==> config.mk <==
export PLATFORM = sky130hd
export DESIGN_NAME = load_store_unit
export DESIGN_NICKNAME = d
export VERILOG_FILES = /design/src/rtl/load_store_unit.sv
export SDC_FILE = /design/constraint.sdc
export NUM_CORES = 1
export LEC_CHECK = 0
export CORE_ASPECT_RATIO = 0.9
export CORE_MARGIN = 2
export CORE_UTILIZATION = 48
export CTS_CLUSTER_SIZE = 8
export DETAILED_ROUTE_END_ITERATION = 8
export PLACE_DENSITY_LB_ADDON = 0.05
export SYNTH_ARGS = -nofsm -noshare
export SYNTH_HDL_FRONTEND = slang
export SYNTH_SLANG_ARGS = --single-unit
==> constraint.sdc <==
create_clock -name clk -period 5.7 [get_ports clk]
set_clock_uncertainty 0.15 [all_clocks]
set_input_delay 1.425 -clock clk [delete_from_list [all_inputs] [get_ports clk]]
set_output_delay 1.425 -clock clk [all_outputs]
set_load 0.05 [all_outputs]
==> src/rtl/load_store_unit.sv <==
// load_store_unit: byte/half/word load-store engine for a word-organised data memory
// Ports: clk, rst (async, active-high); req/op/addr/wdata request, rdata/busy/done/err status;
//        A/WD/WE/RD memory side (asynchronous read, synchronous write).
module load_store_unit #(
   parameter int WORDS = 32
) (
   input  logic        clk,
   input  logic        rst,
   input  logic        req,
   input  logic [3:0]  op,
   input  logic [31:0] addr,
   input  logic [31:0] wdata,
   output logic [31:0] rdata,
   output logic        busy,
   output logic        done,
   output logic        err,
   output logic [31:0] A,
   output logic [31:0] WD,
   output logic        WE,
   input  logic [31:0] RD
);
   typedef enum logic [2:0] {IDLE, LOAD, RMW_READ, WRITE, ERR, DONE} state_t;
   state_t      state_q, state_d;
   logic [2:0]  op_q, op_d;
   logic [31:0] addr_q, addr_d, wdata_q, wdata_d, merge_q, merge_d, rdata_q, rdata_d;
   logic        err_q, err_d, bad;
   logic [4:0]  sh;
   logic [31:0] shifted, lane_mask, ld_val;
   always_comb begin
      bad = op[1:0] == 2'b11 || (op[1:0] == 2'b01 && addr[0]) ||
            (op[1:0] == 2'b10 && addr[1:0] != 2'b00) || ({2'b00, addr[31:2]} >= 32'(WORDS));
      sh = {addr_q[1:0], 3'b000};
      // aligned accesses only reach here, so the shifted word itself is the word-load result
      shifted = RD >> sh;
      ld_val = op_q[1:0] == 2'b00 ? {{24{shifted[7] & ~op_q[2]}}, shifted[7:0]} :
               op_q[1:0] == 2'b01 ? {{16{shifted[15] & ~op_q[2]}}, shifted[15:0]} : shifted;
      lane_mask = (op_q[1:0] == 2'b00 ? 32'h0000_00FF : 32'h0000_FFFF) << sh;
      state_d = state_q;
      op_d = op_q;
      addr_d = addr_q;
      wdata_d = wdata_q;
      err_d = err_q;
      merge_d = merge_q;
      rdata_d = rdata_q;
      unique case (state_q)
         IDLE: if (req) begin
            op_d = op[2:0];
            addr_d = addr;
            wdata_d = wdata;
            err_d = bad;
            state_d = bad ? ERR : !op[3] ? LOAD : op[1:0] == 2'b10 ? WRITE : RMW_READ;
         end
         LOAD: begin
            rdata_d = ld_val;
            state_d = DONE;
         end
         RMW_READ: begin
            merge_d = (RD & ~lane_mask) | ((wdata_q << sh) & lane_mask);
            state_d = WRITE;
         end
         WRITE:   state_d = DONE;
         ERR:     state_d = DONE;
         DONE:    state_d = IDLE;
         default: state_d = IDLE;
      endcase
   end
   always_ff @(posedge clk or posedge rst) begin
      if (rst) begin
         state_q <= IDLE;
         op_q <= '0;
         addr_q <= '0;
         wdata_q <= '0;
         err_q <= 1'b0;
         merge_q <= '0;
         rdata_q <= '0;
      end else begin
         state_q <= state_d;
         op_q <= op_d;
         addr_q <= addr_d;
         wdata_q <= wdata_d;
         err_q <= err_d;
         merge_q <= merge_d;
         rdata_q <= rdata_d;
      end
   end
   // memory-side outputs decode from the state register, so reset removes WE at once
   assign busy = state_q != IDLE;
   assign done = state_q == DONE;
   assign err = done && err_q;
   assign WE = state_q == WRITE;
   assign A = (state_q == LOAD || state_q == RMW_READ || state_q == WRITE) ? {2'b00, addr_q[31:2]} : '0;
   assign WD = WE ? (op_q[1:0] == 2'b10 ? wdata_q : merge_q) : '0;
   assign rdata = rdata_q;
endmodule
==> impl_metrics.yaml, run 1 <==
power_and_ir_drop:
  leakagePower_uw: 0.00431
  peakVddDrop_mv: 0.438
  power.density_mw_per_mm2: 576
  total_power_uw: 5660
final_layout:
  antenna_cells: 0
  drive_gt1_share_pct: 8.38
  n_fill_cell: 1149
  final_nets: 986
  final_util_pct: 67.5
  area_growth_pct: 38.9
  final_cell_area_sq_mm: 0.00982
place:
  numPortBuffers: 200
  pre_cts_ws_ns: 1.55
  dpl.hpwl_mm: 14.8
  gp_congestion: 0.908
  dpl-instance-area_sq_mm: 0.00915
synthesis:
  synthArstFlopShare_pct: 100
  synthTopCellsByCount: "135 x dfrtp_1, 123 x nand2_1, 66 x mux2_1"
  yosys.area.top_type: "dfrtp_1"
  syn_inst: 707
  yosys_warnings: 0
  synthTopCellsByArea: "dfrtp_1 48%, mux2_1 11%, nand2_1 6.5%"
  syn_area_sq_mm: 0.00707
  synth_cell_types: 47
  synth_ff_type: "dfrtp_1"
  yosysSeqAreaShare_pct: 47.8
  synth_top_area_share_pct: 47.8
  synth-edff-count: 0
  syn_avg_cell_area_sq_um: 10.0
  ys_seq_elements: 135
  synth.most_common_cell: "dfrtp_1"
sta:
  timing.final.ws_setup_ns: 1.13
  slew_headroom_pct: 14.1
  rsz0062_at_grt: "no"
  slew_viol_final: 0
  setup_viol: 0
  post-route-period-util_pct: 80.3
  hold_viol_final: 0
  tns_ns: 0
  tightest_slew_ns: 1.29
  fmax_mhz: 219
  period_needed_ns: 4.57
clock_network:
  clk_path_buf_depth: 2
  cts_tree: "built"
  clock-sinks: 135
  ctsResizeCount: 0
  cts_root_buf: "clkbuf_16"
  cts_htree_levels: 4
  cts_hold_buf: 0
  cts_buffers: 17
  clk_pin_slew_ns: 0.06
  cts_setup_buffers: 0
  clock_latency_ns: 0.42
drt:
  drtIter0Drc: 420
  vias: 6024
  firstDrtPassIters: 5
  drt-wirelength-per-cell_microns: 19.0
  postRouteAntennaNets: 0
  drc: 0
  via_per_inst: 5.51
  drt-total-wl_mm: 20.8
min_path:
  hold_path.class: "flop to flop"
  hold_start: "addr_q[3]$_DFFE_PP0P_"
  min_to: "addr_q[3]$_DFFE_PP0P_"
  min_path_cells: 1
setup_path:
  critPathMaxFanout: 32
  crit_path_top_delay_cell: "nand2_1"
  max_stage_delay_ns: 0.83
  reg2reg_to: "addr_q[1]$_DFFE_PP0P_"
  cp_cell_sequence: "inv_1 -> nand2_1 -> nand2_1 -> a21oi_1 -> clkdlybuf4s50_1"
  rr_worst_depth: 4
  crit_path_start_kind: "flop"
  criticalPathCategory: "flop to primary output"
  r2r_start: "state_q[1]$_DFFE_PP0P_"
  crit_top_cell: "nand2_1"
  startpoint: "op_q[0]$_DFFE_PP0P_"
  cp-end-kind: "primary output"
  worst_ep_required_time_ns: 4.12
  reg2reg_slack_ns: 2.87
  arrival_ns: 3.00
global_routing:
  grt_pass1_vias: 6035
  grt_max_degree: 68
  grt_pass1_wl_mm: 33.0
  overflow: 0
  grtUsageTotal_pct: 27.0
  antenna_found_initial: 0
die:
  num_rows: 42
  die_area_sq_mm: 0.0157
  core_sq_mm: 0.0146
  die_h_microns: 119
  initial_core_util_pct: 48.6
  io_pins: 203
  dieWidth_microns: 132
outcome:
  status: "complete, no violations"
job:
  max-cap-violations: 0
[power breakdown]
part | switching [uW] | internal (uW)
sequential | 291 | 1320
combinational | 1730 | 1070
clock | 418 | 828
total | 2440 | 3220
[cells by family after synthesis]
logic type             Yosys count  synth area share (%)
AOI/OAI and AO/OA              139                  12.0
muxes                          132                  20.4
other                            1                0.0530
buffers and inverters           58                  3.84
DFF                            135                  47.8
and+or+nand+nor                242                  15.9
[worst max-delay path by stage]
stage | to | slack (ns) | depth (start not counted)
final | WD[8] | 1.13 | 5
after global routing | WD[13] | 0.93 | 5
after detailed placement | WD[8] | 1.55 | 5
after floorplan | addr_q[0]$_DFFE_PP0P_ | 0.51 | 1
after global placement | WD[20] | 1.62 | 5
after CTS | WD[14] | 1.08 | 5
[final cells by class]
type / count / area, sq um / area share, %
tap: 198 / 248 / 2.52
clock inverter: 13 / 228 / 2.32
multi-input combinational: 515 / 3430 / 34.9
timing repair buffer: 210 / 2080 / 21.1
inverter: 4 / 20.0 / 0.204
clock buffer: 18 / 439 / 4.47
sequential: 135 / 3380 / 34.4
[metal layers]
layer / global-route usage [%] / wire length (microns) / vias to the layer above
li1: - / - / 2814
met1: 38.3 / 9580 / 2937
met2: 41.2 / 9380 / 236
met3: 6.05 / 1420 / 37
met4: 9.24 / 417 / 0
met5: 0 / 0 / -
[registers in the layout, summed over array words and instances (netlist names)]
name	cells
addr_q	32
merge_q	32
rdata	32
wdata_q	32
op_q	3
state_q	3
err_q	1
[placed cells by master (no fill, tap or decap), drive strengths merged, types with 7 or more instances in the layout]
master         count
nor3              11
nand2            123
o31ai              9
mux2i             46
clkdlybuf4s50    200
dfrtp            135
a221o              7
a21oi             53
nor2              45
buf               10
mux2              85
and2              33
a211oi             8
clkbuf            18
o21ai             40
[critical path, delay by kind of cell, from the launching register on]
family          cells  cell delay, ns
buf+inv             2            0.97
simple gates        2            0.98
flops               1            0.40
compound gates      1            0.21
[per-stage QoR]
| step | cells | hold WS, ns |
|---|---|---|
| floorplan | 708 | 0.298 |
| detailed placement | 1062 | 0.317 |
| CTS | 1093 | 0.329 |
| finish | 1093 | 0.325 |
| global placement | 1062 | 0.309 |
| global route | 1093 | 0.338 |
No activity file was read; power rests on OpenSTA's default activity.
==> run 2, diff against run 1 <==
--- a/config.mk
+++ b/config.mk
@@ -7,7 +7,7 @@
 export LEC_CHECK = 0
 export CORE_ASPECT_RATIO = 0.9
 export CORE_MARGIN = 2
-export CORE_UTILIZATION = 48
+export CORE_UTILIZATION = 44
 export CTS_CLUSTER_SIZE = 8
 export DETAILED_ROUTE_END_ITERATION = 8
 export PLACE_DENSITY_LB_ADDON = 0.05
==> constraint.sdc (replaced) <==
create_clock -name clk -period 3.7 [get_ports clk]
set_clock_uncertainty 0.15 [all_clocks]
set_input_delay 0.925 -clock clk [delete_from_list [all_inputs] [get_ports clk]]
set_output_delay 0.925 -clock clk [all_outputs]
set_load 0.05 [all_outputs]
==> impl_metrics.yaml, run 2 (synthesis results as in run 1) <==
power_and_ir_drop:
  seq_power_share_pct: 28.3
  leakagePower_uw: 0.00462
  power.switching_uw: 3840
  comb_power_share_pct: 50.4
  peakVddDrop_mv: 0.545
  switching_share_pct: 42.4
  power.density_mw_per_mm2: 863
  p_int_uw: 5210
  clkPwrFrac_pct: 21.3
setup_path:
  critical_path_buf_inv_count: 2
  crit_path_top_delay_cell: "nor2b_2"
  arrival_ns: 2.29
  cp-end-kind: "primary output"
  critPathMaxFanout: 21
  path_delay_family: "simple AND/OR/NAND/NOR gates"
  crit_path_start_kind: "flop"
  reg2reg_slack_ns: 1.26
  worst_ep_required_time_ns: 2.62
  cp_cell_sequence: "nor2b_2 -> buf_12 -> nand2_1 -> a21oi_1 -> buf_12"
  criticalPathCategory: "flop to primary output"
  max_stage_delay_ns: 0.57
  crit_top_cell: "buf_12"
global_routing:
  grt_pass1_vias: 6228
  grt_util_met2_pct: 39.1
  grt-busiest-layer: "met2"
  grt_pass1_wl_mm: 33.8
  met3_usage_pct: 6.88
  grt_max_degree: 106
  grtUsageTotal_pct: 25.8
  antenna_found_initial: 0
  overflow: 0
  met1_usage_pct: 36.3
drt:
  drt-wirelength-per-cell_microns: 19.5
  via_per_inst: 5.53
  drc: 0
  firstDrtPassIters: 6
  drt-total-wl_mm: 21.4
  drtIter0Drc: 357
  vias: 6081
  postRouteAntennaNets: 0
sta:
  post-route-period-util_pct: 91.0
  tns_ns: 0
  timing.final.ws_setup_ns: 0.331
  fmax_mhz: 297
  rsz0062_at_grt: "no"
  setup_viol: 0
  slew_headroom_pct: 26.5
  tightest_slew_ns: 1.10
  hold_viol_final: 0
  period_needed_ns: 3.37
  slew_viol_final: 0
clock_network:
  cts_hold_buf: 0
  cts_htree_levels: 4
  cts_root_buf: "clkbuf_16"
  cts_setup_buffers: 0
  cts_buffers: 17
  cts_tree: "built"
  clock-sinks: 135
  ctsResizeCount: 0
  clk_pin_slew_ns: 0.06
  clock_latency_ns: 0.42
  clk_path_buf_depth: 2
die:
  dieWidth_microns: 138
  initial_core_util_pct: 45.5
  core_sq_mm: 0.0155
  num_rows: 43
  io_pins: 203
  die_area_sq_mm: 0.0171
  die_h_microns: 124
job:
  max-cap-violations: 0
place:
  dpl.hpwl_mm: 15.5
  numPortBuffers: 200
  dpl-instance-area_sq_mm: 0.00983
  pre_cts_ws_ns: 0.648
  gp_congestion: 0.868
final_layout:
  area_growth_pct: 48.5
  mostFrequentLayoutCells: "137 x clkdlybuf4s50_1, 134 x dfrtp_1, 122 x nand2_1"
  drive_gt1_share_pct: 15.5
  final_util_pct: 67.5
  antenna_cells: 0
  final_cell_area_sq_mm: 0.0105
  final_common_cell: "clkdlybuf4s50_1"
  final_nets: 988
min_path:
  hold_path.class: "flop to flop"
outcome:
  status: "complete, no violations"
[run 2: changes by cell type in the layout (fill, tap and decap cells not counted), sizes merged]
cell and change:
buf +65, clkdlybuf4s50 -63, clkinv -2, clkinvlp +2
clkbuf +1, inv -1
[run 2: final timing paths]
check / start / to / cells past startpoint
worst max register to register: addr_q[0]$_DFFE_PP0P_ / rdata[26]$_DFFE_PP0P_ / 3
worst min register to register: addr_q[8]$_DFFE_PP0P_ / addr_q[8]$_DFFE_PP0P_ / 1
max in group asynchronous: rst / addr_q[0]$_DFFE_PP0P_ / 3
min in group asynchronous: rst / addr_q[5]$_DFFE_PP0P_ / 3
worst max-delay path: op_q[1]$_DFFE_PP0P_ / WD[22] / 5
worst min-delay path: addr_q[8]$_DFFE_PP0P_ / addr_q[8]$_DFFE_PP0P_ / 1
[run 2: final cells by class]
type | count | area, sq um
Inverter | 4 | 18.8
Clock buffer | 19 | 443
Clock inverter | 12 | 225
Fill cell | 1164 | 5050
Multi-Input combinational cell | 515 | 3430
Sequential cell | 135 | 3380
Timing Repair Buffer | 212 | 2750
Tap cell | 202 | 253
[run 2: routing by layer]
layer	up-vias	share of wire [%]
met3	37	7.3
met4	0	2.2
met1	2976	44
li1	2823	-
met5	-	0
met2	245	46
[run 2: metrics by stage]
step	cells	hold slack, ns	total power, uW
after floorplan	708	0.298	5480
after global placement	1068	0.308	7010
after detailed placement	1068	0.317	7110
after CTS	1099	0.329	9070
after global routing	1099	0.350	9520
final	1099	0.326	9060
[run 2: power groups by stage]
| stage | sequential, uW | clock (uW) | combinational, uW |
|---|---|---|---|
| finish | 2560 | 1930 | 4560 |
| global route | 2640 | 2010 | 4860 |
| CTS | 2550 | 1950 | 4570 |
| detailed placement | 2560 | 0 | 4550 |
| global placement | 2540 | 0 | 4470 |
| floorplan | 2850 | 0 | 2640 |
